==> config.mk <==
export PLATFORM = sky130hd
export DESIGN_NAME = alu_logic_pipe_flat
export DESIGN_NICKNAME = d
export VERILOG_FILES = /design/src/rtl/alu_logic_pipe_if.sv /design/src/rtl/alu_logic_pipe.sv /design/src/flat_wrapper.sv
export SDC_FILE = /design/constraint.sdc
export NUM_CORES = 1
export LEC_CHECK = 0
export ABC_CLOCK_PERIOD_IN_PS = 4500
export CORE_MARGIN = 2
export CORE_UTILIZATION = 45
export CTS_CLUSTER_SIZE = 24
export DETAILED_ROUTE_END_ITERATION = 6
export GPL_ROUTABILITY_DRIVEN = 0
export PLACE_DENSITY = 0.7
export SLEW_MARGIN = 5
export SYNTH_ARGS = -nofsm -noshare
export SYNTH_HDL_FRONTEND = slang
export SYNTH_SLANG_ARGS = --single-unit
export TNS_END_PERCENT = 10
==> constraint.sdc <==
create_clock -name clock -period 4.5 [get_ports clock]
set_clock_uncertainty 0.15 [all_clocks]
set_input_delay 1.125 -clock clock [delete_from_list [all_inputs] [get_ports clock]]
set_output_delay 1.125 -clock clock [all_outputs]
set_load 0.005 [all_outputs]
==> src/rtl/alu_logic_pipe_if.sv <==
// alu_logic_pipe_if -- request/result bus for alu_logic_pipe.
//   in_valid/in_ready/in_op/in_a/in_b : operation request handshake
//   out_valid/out_ready/out_data      : result handshake (head of result FIFO)
//   out_zero                          : head result is all-zero
//   op_count                          : count of accepted requests (wraps)
//   out_parity                        : XOR of head result, only when
//                                       ALU_LOGIC_PIPE_PARITY_EN is defined
// master = requester/consumer side, slave = the ALU pipe.
interface alu_logic_pipe_if #(
   parameter int WIDTH = 32
);
   logic             in_valid;
   logic             in_ready;
   logic [2:0]       in_op;
   logic [WIDTH-1:0] in_a;
   logic [WIDTH-1:0] in_b;
   logic             out_valid;
   logic             out_ready;
   logic [WIDTH-1:0] out_data;
   logic             out_zero;
   logic [15:0]      op_count;
`ifdef ALU_LOGIC_PIPE_PARITY_EN
   logic             out_parity;

   modport master (
      output in_valid, in_op, in_a, in_b, out_ready,
      input  in_ready, out_valid, out_data, out_zero, op_count, out_parity
   );
   modport slave (
      input  in_valid, in_op, in_a, in_b, out_ready,
      output in_ready, out_valid, out_data, out_zero, op_count, out_parity
   );
`else
   modport master (
      output in_valid, in_op, in_a, in_b, out_ready,
      input  in_ready, out_valid, out_data, out_zero, op_count
   );
   modport slave (
      input  in_valid, in_op, in_a, in_b, out_ready,
      output in_ready, out_valid, out_data, out_zero, op_count
   );
`endif
endinterface

==> src/rtl/alu_logic_pipe.sv <==
// alu_logic_pipe -- bitwise logic ALU feeding a small result FIFO.
// A request accepted on a rising edge (in_valid && in_ready) has its result
// computed combinationally and written to the FIFO tail on that edge; it is
// visible at the head (out_data, out_valid) from the following cycle.
// Ports:
//   clock   : sole clock, rising edge
//   reset_n : asynchronous active-low reset
//   bus     : alu_logic_pipe_if.slave (request, result, op_count)
// Parameters: WIDTH (1..64) operand/result bits, DEPTH (1..16) FIFO entries.
//   WIDTH must match the WIDTH of the connected interface instance.
// Optional: define ALU_LOGIC_PIPE_PARITY_EN to add bus.out_parity, the
//   XOR-reduction of the head result, stored per FIFO entry.
module alu_logic_pipe #(
   parameter int WIDTH = 32,
   parameter int DEPTH = 2
) (
   input  logic            clock,
   input  logic            reset_n,
   alu_logic_pipe_if.slave bus
);
   localparam int               PTR_W     = (DEPTH > 1) ? $clog2(DEPTH) : 1;
   localparam int               CNT_W     = $clog2(DEPTH + 1);
   localparam logic [PTR_W-1:0] LAST_PTR  = PTR_W'(DEPTH - 1);
   localparam logic [CNT_W-1:0] DEPTH_CNT = CNT_W'(DEPTH);

   logic [CNT_W-1:0] count_reg;
   logic [PTR_W-1:0] wr_ptr_reg;
   logic [PTR_W-1:0] rd_ptr_reg;
   logic [15:0]      op_count_reg;
   logic [WIDTH-1:0] data_mem [DEPTH];
   logic [WIDTH-1:0] result_next;
   logic             not_empty;
   logic             ready;
   logic             push;
   logic             pop;

   // Ready depends only on occupancy: a pop in the same cycle does not make
   // room for a push while full.
   assign not_empty = (count_reg != '0);
   assign ready     = (count_reg < DEPTH_CNT);
   assign push      = bus.in_valid && ready;
   assign pop       = bus.out_ready && not_empty;

   always_comb begin
      result_next = '0;
      case (bus.in_op)
         3'b000:  result_next = ~bus.in_a;
         3'b001:  result_next = bus.in_a & bus.in_b;
         3'b010:  result_next = bus.in_a | bus.in_b;
         3'b011:  result_next = bus.in_a ^ bus.in_b;
         3'b100:  result_next = ~(bus.in_a & bus.in_b);
         3'b101:  result_next = ~(bus.in_a | bus.in_b);
         3'b110:  result_next = ~(bus.in_a ^ bus.in_b);
         default: result_next = bus.in_a;
      endcase
   end

   function automatic logic [PTR_W-1:0] ptr_inc(input logic [PTR_W-1:0] p);
      return (p == LAST_PTR) ? '0 : p + PTR_W'(1);
   endfunction

   always_ff @(posedge clock or negedge reset_n) begin
      if (!reset_n) begin
         count_reg    <= '0;
         wr_ptr_reg   <= '0;
         rd_ptr_reg   <= '0;
         op_count_reg <= '0;
      end else begin
         if (push) begin
            wr_ptr_reg   <= ptr_inc(wr_ptr_reg);
            op_count_reg <= op_count_reg + 16'd1;
         end
         if (pop) begin
            rd_ptr_reg <= ptr_inc(rd_ptr_reg);
         end
         case ({push, pop})
            2'b10:   count_reg <= count_reg + CNT_W'(1);
            2'b01:   count_reg <= count_reg - CNT_W'(1);
            default: count_reg <= count_reg;
         endcase
      end
   end

   // Storage needs no reset: an entry is only visible once count covers it,
   // and reset clears count.
   always_ff @(posedge clock) begin
      if (push) begin
         data_mem[wr_ptr_reg] <= result_next;
      end
   end

   assign bus.in_ready  = ready;
   assign bus.out_valid = not_empty;
   assign bus.out_data  = not_empty ? data_mem[rd_ptr_reg] : '0;
   assign bus.out_zero  = not_empty && (data_mem[rd_ptr_reg] == '0);
   assign bus.op_count  = op_count_reg;

`ifdef ALU_LOGIC_PIPE_PARITY_EN
   logic parity_mem [DEPTH];

   always_ff @(posedge clock) begin
      if (push) begin
         parity_mem[wr_ptr_reg] <= ^result_next;
      end
   end

   assign bus.out_parity = not_empty && parity_mem[rd_ptr_reg];
`endif

endmodule
==> src/flat_wrapper.sv <==
// flat-port wrapper written by rule: the top's interface ports become plain ports
module alu_logic_pipe_flat 
#(
   parameter int WIDTH = 32,
   parameter int DEPTH = 2
)
  (clock, reset_n, bus_in_valid, bus_in_op, bus_in_a, bus_in_b, bus_out_ready, bus_in_ready, bus_out_valid, bus_out_data, bus_out_zero, bus_op_count);
  alu_logic_pipe_if #(.WIDTH(WIDTH)) bus_i ();
  input  logic clock;
  input  logic reset_n;
  input wire logic [$bits(bus_i.in_valid)-1:0] bus_in_valid;
  input wire logic [$bits(bus_i.in_op)-1:0] bus_in_op;
  input wire logic [$bits(bus_i.in_a)-1:0] bus_in_a;
  input wire logic [$bits(bus_i.in_b)-1:0] bus_in_b;
  input wire logic [$bits(bus_i.out_ready)-1:0] bus_out_ready;
  output wire logic [$bits(bus_i.in_ready)-1:0] bus_in_ready;
  output wire logic [$bits(bus_i.out_valid)-1:0] bus_out_valid;
  output wire logic [$bits(bus_i.out_data)-1:0] bus_out_data;
  output wire logic [$bits(bus_i.out_zero)-1:0] bus_out_zero;
  output wire logic [$bits(bus_i.op_count)-1:0] bus_op_count;
  assign bus_i.in_valid = bus_in_valid;
  assign bus_i.in_op = bus_in_op;
  assign bus_i.in_a = bus_in_a;
  assign bus_i.in_b = bus_in_b;
  assign bus_i.out_ready = bus_out_ready;
  assign bus_in_ready = bus_i.in_ready;
  assign bus_out_valid = bus_i.out_valid;
  assign bus_out_data = bus_i.out_data;
  assign bus_out_zero = bus_i.out_zero;
  assign bus_op_count = bus_i.op_count;
  alu_logic_pipe #(.WIDTH(WIDTH), .DEPTH(DEPTH)) u_core (.clock(clock), .reset_n(reset_n), .bus(bus_i));
endmodule
==> impl_metrics.py <==
metrics = {
    "clock_tree": {
        "cts_resized": 0,
        "cts_sinks": 84,
        "cts_max_level": 3,
        "cts.reportedPaths.clkPinSlew_ns": 0.06,
        "cts_buffers": 9,
        "cts_tree": "done",
        "root_buffer": "clkbuf_16",
        "cts_setup_buffers": 0,
        "clkLatencyLatePin_ns": 0.33,
        "hold_buffers": 0,
        "clockBufferDepth": 2,
    },
    "logic_synthesis": {
        "netlist_top_cells_area": "edfxtp_1 29%, ha_1 12%, mux2i_1 8.2%",
        "syn_area_um2": 6705,
        "synth_fp_nets": 837,
        "synthTopCellsByCount": "74 x nor2_1, 70 x inv_1, 66 x ha_1",
        "syn_avg_cell_area_um2": 9.579,
        "synth_cells": 700,
        "synth_edf_count": 64,
        "yosysTopAreaCellShare_pct": 28.66,
        "yosysSeqAreaShare_pct": 36.13,
        "synth_top_cell_by_area": "edfxtp_1",
        "synthFlopType": "edfxtp_1",
        "yosys_warnings": 0,
        "synth.most_common_cell": "nor2_1",
        "synthArstFlopShare_pct": 23.81,
        "synth_seq_cells": 84,
        "ys_types": 52,
    },
    "global_routing": {
        "grt_max_degree": 49,
        "grt_overflow": 0,
        "grt_pass1_wl_um": 26700,
        "grt_pass1_vias": 5461,
        "antenna_found_initial": 0,
        "gr-usage-all-layers_pct": 20.63,
    },
    "power_and_ir_drop": {
        "p_per_area_nw_per_um2": 384.8,
        "swShare_pct": 32.50,
        "cell_internal_pwr_mw": 2.157,
        "p_seq_share_pct": 36.1,
        "p_comb_share_pct": 41.6,
        "p_sw_mw": 1.038,
        "ir_drop_v": 0.0002538,
        "pwr-share-clk_pct": 22.3,
        "p_leak_nw": 3.421,
    },
    "setup_path": {
        "timing.rr.start": "u_core.count_reg[1]$_DFFE_PN0P_",
        "worstSetupPathType": "reg2out",
        "required_ns": 3.22,
        "arrival_ns": 2.65,
        "reg2reg_depth": 6,
        "timing.rr.end": "u_core.count_reg[1]$_DFFE_PN0P_",
        "path_max_fanout": 15,
        "end_kind": "primary output",
        "rrSetupSlack_ns": 2.32,
        "critPathLaunchType": "flip-flop",
    },
    "drt": {
        "drt_iter0_markers": 384,
        "drcViolationCount": 0,
        "drt_wl_total_um": 16560,
        "antenna_left": 0,
        "vias": 5704,
        "wire_per_inst_um": 16.73,
        "via_per_inst": 5.762,
        "drt_pass1_iterations": 5,
    },
    "finish": {
        "drive_gt1_share_pct": 7.940,
        "fin_nets": 938,
        "largest_reg_flops": 64,
        "n_antenna_cell": 0,
        "area.growth.synth_to_final_pct": 23.83,
        "stdcell_count": 990,
    },
    "floorplanning": {
        "num_io_pins": 122,
        "die_h_um": 126.1,
        "num_rows": 44,
        "start_util_pct": 46.13,
        "chipWidth_um": 126.1,
        "coreArea_um2": 14530,
        "dieArea_um2": 15890,
    },
    "worst_hold_path": {
        "hold_path.class": "reg2reg",
        "hold_end": "u_core.bus.op_count[15]$_DFFE_PN0P_",
        "hold_depth": 1,
        "min-delay-start": "u_core.bus.op_count[15]$_DFFE_PN0P_",
    },
    "placed_design": {
        "dp_cells": 974,
        "portBuffers": 121,
        "hpwl_um": 12510,
    },
    "sta": {
        "fin_crit_sh_pct": 87.13,
        "period_needed_ns": 3.921,
        "tightest_slew_ns": 0.8957,
        "finalHoldViolCount": 0,
        "final.setup.tns_ns": 0,
        "max_slew_margin_pct": 40.29,
        "slew_viol_final": 0,
        "max_freq_mhz": 255.0,
        "grt_setup_unrepaired": "false",
        "setup_viol": 0,
    },
    "job": {
        "maxCapViolations": 0,
    },
    "run_status": {
        "outcome": "finished, final reports clean",
    },
}
[placed cells by master (no fill, tap or decap), types with 3 or more instances in the layout]
| cell type | Yosys | layout |
|---|---|---|
| a211oi_1 | 13 | 13 |
| a21oi_1 | 47 | 47 |
| a22oi_1 | 3 | 3 |
| a32oi_1 | 6 | 6 |
| buf_4 | 4 | 12 |
| clkbuf_16 | 0 | 9 |
| clkdlybuf4s50_1 | 0 | 119 |
| dfrtp_1 | 20 | 19 |
| edfxtp_1 | 64 | 64 |
| ha_1 | 66 | 66 |
| inv_1 | 70 | 70 |
| mux2_2 | 12 | 12 |
| mux2i_1 | 55 | 55 |
| mux4_2 | 6 | 6 |
| nand2_1 | 43 | 43 |
| nand3_1 | 10 | 10 |
| nand3b_1 | 3 | 3 |
| nand4_1 | 6 | 6 |
| nor2_1 | 74 | 72 |
| nor2b_1 | 5 | 5 |
| nor3_1 | 6 | 6 |
| nor4_1 | 10 | 10 |
| o2111ai_1 | 13 | 13 |
| o211ai_1 | 38 | 38 |
| o21ai_0 | 8 | 8 |
| o221a_2 | 4 | 4 |
| o221ai_1 | 7 | 7 |
| or2_2 | 9 | 9 |
| or3_1 | 13 | 13 |
| or4_1 | 3 | 3 |
| or4b_1 | 4 | 4 |
| xnor2_1 | 11 | 11 |
| xor2_1 | 9 | 9 |
[metrics by stage]
stage / instance area [um2] / power, mW / utilization (%) / setup slack (ns) / hold WS [ns]
final: 8303 / 3.195 / 57.13 / 0.5791 / 0.3244
after global routing: 8303 / 3.386 / 57.13 / 0.5272 / 0.3405
after CTS: 8303 / 3.209 / 57.13 / 0.6047 / 0.3317
after detailed placement: 8010 / 2.497 / 55.11 / 0.8626 / 0.3229
after global placement: 8010 / 2.460 / 55.11 / 0.9554 / 0.3092
after floorplan: 6705 / 1.836 / - / 1.024 / 0.3055
[worst max-delay path, cell delays in order (launching register included)]
cell and delay [ns]:
dfrtp_2 0.54, nor4_1 0.35, nand4_1 0.12, or4_1 0.45
a221oi_2 0.28, clkdlybuf4s50_1 0.57
[cells by family (layout without fill, tap and decap cells)]
kind of cell	after synthesis	in the layout	share of synthesized area (%)
buffers and inverters	115	221	7.352
and+or+nand+nor	193	193	13.81
DFF	84	84	36.13
xor gates and xnor gates	20	20	2.612
adders and majority gates	66	66	12.32
AOI/OAI and AO/OA	149	149	15.54
muxes	73	73	12.24
[per-layer routing]
metal | track usage [%] | vias to the layer above | share of wire [%]
li1 | - | 2767 | -
met1 | 27.32 | 2720 | 44
met2 | 34.47 | 198 | 47
met3 | 4.376 | 19 | 6.6
met4 | 5.430 | 0 | 1.8
met5 | 0 | - | 0
[area by class of cell]
cell class | instances | area, um2
fillers | 1266 | 6231
clock buffers | 10 | 229.0
flip-flops and latches | 84 | 2424
repair buffers | 133 | 1291
multi-input cells | 501 | 3795
well taps | 184 | 230.2
inverters | 72 | 270.3
clock inverters | 6 | 63.81
[power by group through the flow]
stage / Combinational [mW] / Sequential [mW] / Clock, mW
floorplan: 0.719 / 1.12 / 0
global placement: 1.30 / 1.16 / 0
finish: 1.33 / 1.15 / 0.714
global route: 1.46 / 1.17 / 0.759
CTS: 1.34 / 1.15 / 0.719
detailed placement: 1.33 / 1.17 / 0
[worst max path at each step]
stage	start	endpoint	slack [ns]
after floorplan	bus_in_valid	u_core.data_mem[0][0]$_DFFE_PP_	1.02
after global placement	bus_in_op[2]	u_core.data_mem[0][0]$_DFFE_PP_	0.96
after detailed placement	bus_in_op[2]	u_core.data_mem[0][0]$_DFFE_PP_	0.86
after CTS	u_core.rd_ptr_reg$_DFFE_PN0P_	bus_out_zero	0.60
after global routing	u_core.rd_ptr_reg$_DFFE_PN0P_	bus_out_zero	0.53
final	u_core.rd_ptr_reg$_DFFE_PN0P_	bus_out_zero	0.58
(Power assumes the default switching activity.)
